===== config.mk =====
export PLATFORM = sky130hd
export DESIGN_NAME = ctrlport_resp_timeout
export DESIGN_NICKNAME = d
export VERILOG_FILES = /design/src/rtl/ctrlport_resp_timeout.sv
export SDC_FILE = /design/constraint.sdc
export NUM_CORES = 1
export LEC_CHECK = 0
export BUFFER_PORTS_ARGS = -buffer_cell sky130_fd_sc_hd__buf_2
export CAP_MARGIN = 20
export CORE_AREA = 2 2 151 153
export DETAILED_ROUTE_END_ITERATION = 10
export DIE_AREA = 0 0 153 155
export GPL_TIMING_DRIVEN = 0
export PLACE_DENSITY_LB_ADDON = 0.12
export SKIP_CTS_REPAIR_TIMING = 1
export SYNTH_ARGS = -nofsm -noshare
export SYNTH_HDL_FRONTEND = slang
export SYNTH_SLANG_ARGS = --single-unit

===== constraint.sdc =====
create_clock -name ctrlport_clk -period 3.95 [get_ports ctrlport_clk]
set_clock_uncertainty 0.2 [all_clocks]
set_input_delay 0.9875 -clock ctrlport_clk [delete_from_list [all_inputs] [get_ports ctrlport_clk]]
set_output_delay 0.9875 -clock ctrlport_clk [all_outputs]
set_load 0.02 [all_outputs]

===== src/rtl/ctrlport_resp_timeout.sv =====
// CTRL Port watchdog: forwards requests, returns CMDERR when no ack arrives.
// Define CTRLPORT_TIMEOUT_COUNT_EN to add the 16-bit timeout_count output.
module ctrlport_resp_timeout #(
    parameter int TIMEOUT             = 1024,
    parameter int TIMED_NO_TIMEOUT    = 1,
    parameter int CTRLPORT_ADDR_W     = 20,
    parameter int CTRLPORT_DATA_W     = 32,
    parameter int CTRLPORT_PORTID_W   = 10,
    parameter int CTRLPORT_REM_EPID_W = 16,
    parameter int CTRLPORT_BYTE_EN_W  = 4,
    parameter int CTRLPORT_TIME_W     = 64,
    parameter int CTRLPORT_STS_W      = 2
) (
    input  logic                           ctrlport_clk,
    input  logic                           ctrlport_rst_n,
    input  logic                           s_ctrlport_req_wr,
    input  logic                           s_ctrlport_req_rd,
    input  logic [CTRLPORT_ADDR_W-1:0]     s_ctrlport_req_addr,
    input  logic [CTRLPORT_PORTID_W-1:0]   s_ctrlport_req_portid,
    input  logic [CTRLPORT_REM_EPID_W-1:0] s_ctrlport_req_rem_epid,
    input  logic [CTRLPORT_PORTID_W-1:0]   s_ctrlport_req_rem_portid,
    input  logic [CTRLPORT_DATA_W-1:0]     s_ctrlport_req_data,
    input  logic [CTRLPORT_BYTE_EN_W-1:0]  s_ctrlport_req_byte_en,
    input  logic                           s_ctrlport_req_has_time,
    input  logic [CTRLPORT_TIME_W-1:0]     s_ctrlport_req_time,
    output logic                           s_ctrlport_resp_ack,
    output logic [CTRLPORT_STS_W-1:0]      s_ctrlport_resp_status,
    output logic [CTRLPORT_DATA_W-1:0]     s_ctrlport_resp_data,
    output logic                           m_ctrlport_req_wr,
    output logic                           m_ctrlport_req_rd,
    output logic [CTRLPORT_ADDR_W-1:0]     m_ctrlport_req_addr,
    output logic [CTRLPORT_PORTID_W-1:0]   m_ctrlport_req_portid,
    output logic [CTRLPORT_REM_EPID_W-1:0] m_ctrlport_req_rem_epid,
    output logic [CTRLPORT_PORTID_W-1:0]   m_ctrlport_req_rem_portid,
    output logic [CTRLPORT_DATA_W-1:0]     m_ctrlport_req_data,
    output logic [CTRLPORT_BYTE_EN_W-1:0]  m_ctrlport_req_byte_en,
    output logic                           m_ctrlport_req_has_time,
    output logic [CTRLPORT_TIME_W-1:0]     m_ctrlport_req_time,
    input  logic                           m_ctrlport_resp_ack,
    input  logic [CTRLPORT_STS_W-1:0]      m_ctrlport_resp_status,
    input  logic [CTRLPORT_DATA_W-1:0]     m_ctrlport_resp_data
`ifdef CTRLPORT_TIMEOUT_COUNT_EN
    ,
    output logic [15:0]                    timeout_count
`endif
);

    localparam int CNT_W = $clog2(TIMEOUT);
    localparam logic [CNT_W-1:0] CNT_LAST = CNT_W'(TIMEOUT - 1);
    localparam logic [CTRLPORT_STS_W-1:0] STS_CMDERR = CTRLPORT_STS_W'(1);

    typedef enum logic [1:0] {ST_IDLE, ST_WAIT, ST_ORPHAN} state_t;

    typedef struct packed {
        logic [CTRLPORT_ADDR_W-1:0]     addr;
        logic [CTRLPORT_PORTID_W-1:0]   portid;
        logic [CTRLPORT_REM_EPID_W-1:0] rem_epid;
        logic [CTRLPORT_PORTID_W-1:0]   rem_portid;
        logic [CTRLPORT_DATA_W-1:0]     data;
        logic [CTRLPORT_BYTE_EN_W-1:0]  byte_en;
        logic                           has_time;
        logic [CTRLPORT_TIME_W-1:0]     time_v;
    } req_t;

    state_t                      state_q;
    logic [CNT_W-1:0]            cnt_q;
    logic                        m_wr_q;
    logic                        m_rd_q;
    req_t                        req_q;
    logic                        s_ack_q;
    logic [CTRLPORT_STS_W-1:0]   s_sts_q;
    logic [CTRLPORT_DATA_W-1:0]  s_data_q;

    logic req_in;
    logic cnt_last;
    logic no_timeout;
    logic timeout_evt;
    logic reject_evt;

    assign req_in      = s_ctrlport_req_wr | s_ctrlport_req_rd;
    assign cnt_last    = (cnt_q == CNT_LAST);
    assign no_timeout  = (TIMED_NO_TIMEOUT != 0) && req_q.has_time;
    // A real ack always wins over an expiring counter.
    assign timeout_evt = (state_q == ST_WAIT) && !m_ctrlport_resp_ack
                         && !no_timeout && cnt_last;
    assign reject_evt  = (state_q == ST_ORPHAN) && req_in;

    // Watchdog FSM with registered request and response outputs.
    always_ff @(posedge ctrlport_clk) begin
        if (!ctrlport_rst_n) begin
            state_q  <= ST_IDLE;
            cnt_q    <= '0;
            m_wr_q   <= 1'b0;
            m_rd_q   <= 1'b0;
            req_q    <= '0;
            s_ack_q  <= 1'b0;
            s_sts_q  <= '0;
            s_data_q <= '0;
        end else begin
            m_wr_q   <= 1'b0;
            m_rd_q   <= 1'b0;
            s_ack_q  <= 1'b0;
            s_sts_q  <= '0;
            s_data_q <= '0;
            unique case (state_q)
                ST_IDLE: begin
                    if (req_in) begin
                        m_wr_q  <= s_ctrlport_req_wr;
                        m_rd_q  <= s_ctrlport_req_rd;
                        req_q   <= '{s_ctrlport_req_addr,
                                     s_ctrlport_req_portid,
                                     s_ctrlport_req_rem_epid,
                                     s_ctrlport_req_rem_portid,
                                     s_ctrlport_req_data,
                                     s_ctrlport_req_byte_en,
                                     s_ctrlport_req_has_time,
                                     s_ctrlport_req_time};
                        cnt_q   <= '0;
                        state_q <= ST_WAIT;
                    end
                end
                ST_WAIT: begin
                    if (m_ctrlport_resp_ack) begin
                        s_ack_q  <= 1'b1;
                        s_sts_q  <= m_ctrlport_resp_status;
                        s_data_q <= m_ctrlport_resp_data;
                        cnt_q    <= '0;
                        state_q  <= ST_IDLE;
                    end else if (no_timeout) begin
                        cnt_q <= '0;
                    end else if (timeout_evt) begin
                        s_ack_q <= 1'b1;
                        s_sts_q <= STS_CMDERR;
                        cnt_q   <= '0;
                        state_q <= ST_ORPHAN;
                    end else begin
                        cnt_q <= cnt_q + CNT_W'(1);
                    end
                end
                ST_ORPHAN: begin
                    if (reject_evt) begin
                        s_ack_q <= 1'b1;
                        s_sts_q <= STS_CMDERR;
                    end
                    if (m_ctrlport_resp_ack || cnt_last) begin
                        cnt_q   <= '0;
                        state_q <= ST_IDLE;
                    end else begin
                        cnt_q <= cnt_q + CNT_W'(1);
                    end
                end
                default: begin
                    cnt_q   <= '0;
                    state_q <= ST_IDLE;
                end
            endcase
        end
    end

`ifdef CTRLPORT_TIMEOUT_COUNT_EN
    logic [15:0] tc_q;

    // Saturating count of timeouts plus orphan-state rejections.
    always_ff @(posedge ctrlport_clk) begin
        if (!ctrlport_rst_n) begin
            tc_q <= '0;
        end else if ((timeout_evt || reject_evt) && (tc_q != 16'hFFFF)) begin
            tc_q <= tc_q + 16'd1;
        end
    end

    assign timeout_count = tc_q;
`endif

    assign s_ctrlport_resp_ack       = s_ack_q;
    assign s_ctrlport_resp_status    = s_sts_q;
    assign s_ctrlport_resp_data      = s_data_q;
    assign m_ctrlport_req_wr         = m_wr_q;
    assign m_ctrlport_req_rd         = m_rd_q;
    assign m_ctrlport_req_addr       = req_q.addr;
    assign m_ctrlport_req_portid     = req_q.portid;
    assign m_ctrlport_req_rem_epid   = req_q.rem_epid;
    assign m_ctrlport_req_rem_portid = req_q.rem_portid;
    assign m_ctrlport_req_data       = req_q.data;
    assign m_ctrlport_req_byte_en    = req_q.byte_en;
    assign m_ctrlport_req_has_time   = req_q.has_time;
    assign m_ctrlport_req_time       = req_q.time_v;

endmodule


==> impl_metrics.tcl <==
set metrics [dict create \
    dieWidth_um 153 \
    wl_per_cell_um 14.73 \
    grt_max_degree 14 \
    dieArea_um2 23720 \
    port_buffers 388 \
    syn_avg_cell_area_um2 8.755 \
    start_util_pct 33.60 \
    hp-start "m_ctrlport_req_addr[5]" \
    placed_area_um2 9767 \
    holdPathStages 2 \
    rsz0062_at_grt "false" \
    critical_path_arrival_ns 2.86 \
    gp_congestion 0.7988 \
    via_per_inst 4.439 \
    post_route_cells_drive_above_1_share_pct 33.77 \
    finalHoldViolCount 0 \
    worstSetupPathType "reg -> reg" \
    hold_path_class "reg -> reg" \
    worstSkewPairLatency_ns 0.50 \
    cp-end-kind "flop" \
    maxSlewViolCount 0 \
    post-route-util_pct 47.76 \
    max_freq_mhz 380.9 \
    synth_top_area_share_pct 55.22 \
    slowest_stage "clkbuf_1" \
    slew_headroom_pct 52.89 \
    numCtsBuffers 24 \
    r2r_end "m_ctrlport_req_time[63]" \
    async_flop_share_pct 0 \
    period_share_pct 66.47 \
    num_rows 55 \
    yosys-top-cells-count "nand2_1, dfxtp_1, a21boi_0" \
    yosysMostFrequentCell "nand2_1" \
    area_delta_synth_final_pct 42.13 \
    drcViolationCount 0 \
    path_max_fanout 10 \
    layout.nets 1467 \
    clock-sinks 206 \
    htreeDepth 1 \
    r2r_cells 7 \
    io_pins 390 \
    hold_end "m_ctrlport_req_addr[5]" \
    p_per_area_nw_per_um2 514.8 \
    ys.flop_type "dfxtp_1" \
    fin_tns_setup_ns 0 \
    critical_path.cell_chain "inv_1 > ha_1 > nor2b_1 > clkbuf_1 > clkbuf_1 > nand2_1 > a21boi_0" \
    antenna_found_initial 4 \
    grt_use_total_pct 18.71 \
    wirelength_mm 23.16 \
    via_count 6978 \
    p_leak_uw 0.005074 \
    synthTopCellsByArea "dfxtp_1, nand2_1, a21boi_0" \
    ys_ff_latch 206 \
    status "finished clean" \
    setup_violations 0 \
    synth.distinct_cells 38 \
    post-dp-hpwl_mm 17.63 \
    final_cell_area_um2 10620 \
    synthesis.nets 1053 \
    period_needed_ns 2.626 \
    r2r_slack_ns 1.32 \
    ir_drop_uv 275.9 \
    synth_warnings 0 \
    place_ws_ns 0.7462 \
    antenna_left 0 \
    synthCells 853 \
    r2r_start "state_q[0]" \
    synth_edf_count 0 \
    seq_area_frac_synth_pct 55.22 \
    drtPass1Iterations 4 \
    cpPeakStageDelay_ns 0.58 \
    cts_tree "done" \
    worst_pin_slew_ns 0.7066 \
    post-synth-top-area-cell "dfxtp_1" \
    clockBufferDepth 3 \
    grt-ovfl-total 0 \
    grt_pass1_wl_mm 36.27 \
    path_common_cell "clkbuf_1" \
    max_cap_viol_count 0 \
    start_kind "flop" \
    synth_area_um2 7468 \
    drt_iter0_drc 183 \
    core_area_um2 22230 \
    cts-root-buf "clkbuf_16" \
    clk_pin_slew_worst_paths_ns 0.06 \
    fin_ws_ns 1.324 \
    dieHeight_um 155 \
    crit_required_ns 4.18 \
    grt_pass1_vias 6823 \
]
==> area by class of cell <==
class	count	area (µm²)
Fill cell	2298	11610
Sequential cell	206	4124
Multi-Input combinational cell	587	3104
Timing Repair Buffer	388	1942
Clock buffer	38	734.5
Tap cell	285	356.6
Buffer	58	232.7
Clock inverter	6	108.9
Inverter	2	7.507
Antenna cell	2	5.005
==> per-stage QoR <==
step,cells,total power [µW],hold WS (ns)
global placement,1526,3203,0.2477
detailed placement,1526,3209,0.2534
CTS,1570,5549,0.2611
finish,1572,5465,0.2570
floorplan,853,2830,0.2578
global route,1572,5735,0.2783
==> logic make-up (layout without fill, tap and decap cells) <==
family,count (synthesis),count (layout),share of synthesized area [%]
other cells,0,2,0
fa+ha+maj,4,4,0.6702
compound gates,179,179,17.76
mux,1,1,0.1340
buf+inv,60,492,3.217
simple gates,402,402,22.89
flops,206,206,55.22
xor+xnor,1,1,0.1173
==> critical path, delay by kind of cell, from the launching register on <==
kind | cells | cell delay, ns
compound gates | 1 | 0.17
fa+ha+maj | 1 | 0.26
buf+inv | 3 | 1.11
flops | 1 | 0.33
simple gates | 2 | 0.48
==> how the worst max path moves through the flow <==
stage,start,to,cells past startpoint
6_report,state_q[0],m_ctrlport_req_time[63],7
5_1_grt,state_q[0],m_ctrlport_req_time[36],7
4_1_cts,state_q[0],m_ctrlport_req_time[63],7
3_5_place_dp,s_ctrlport_req_rd,m_ctrlport_req_time[63],7
3_3_place_gp,s_ctrlport_req_rd,m_ctrlport_req_rem_portid[9],7
2_1_floorplan,s_ctrlport_req_rd,cnt_q[7],7
==> power by group <==
part | leakage (µW) | internal (µW) | total [µW] | switching [µW]
Combinational | 0.00297 | 299 | 851 | 552
Clock | 0.000414 | 1470 | 2320 | 850
Sequential | 0.00169 | 2230 | 2300 | 68.1
==> cell usage in the layout, fill, tap and decap left out, drive strengths merged, types with 2 or more instances in the layout <==
cell    synthesis  layout
buf             5     393
nand2         326     326
dfxtp         206     206
a21boi        161     161
clkbuf         53      91
and2           35      35
nor2            9       9
nand3           8       8
o21ai           8       8
nor2b           6       6
and3            4       4
ha              4       4
bufinv          0       3
inv             2       3
diode           0       2
nor3            2       2
a31oi           2       2
a21o            2       2
o22a            2       2
clkinv          0       2
nand4           2       2
==> sequential cells by signal, summed over array words and instances, names as in the netlist <==
signal	cells
cnt_q	10
m_ctrlport_req_addr	20
m_ctrlport_req_byte_en	4
m_ctrlport_req_data	32
m_ctrlport_req_has_time	1
m_ctrlport_req_portid	10
m_ctrlport_req_rd	1
m_ctrlport_req_rem_epid	16
m_ctrlport_req_rem_portid	10
m_ctrlport_req_time	64
m_ctrlport_req_wr	1
s_ctrlport_resp_ack	1
s_ctrlport_resp_data	32
s_ctrlport_resp_status	2
state_q	2
==> per-layer routing <==
metal / global-route usage [%] / part of all wire [%] / vias to the layer above
met5: 0 / 0.056 / -
met4: 5.115 / 2.0 / 2
met1: 21.44 / 39 / 3119
met3: 6.936 / 9.6 / 34
li1: - / - / 3583
met2: 32.93 / 49 / 240
Note: power is estimated with default switching activity, not from simulation.
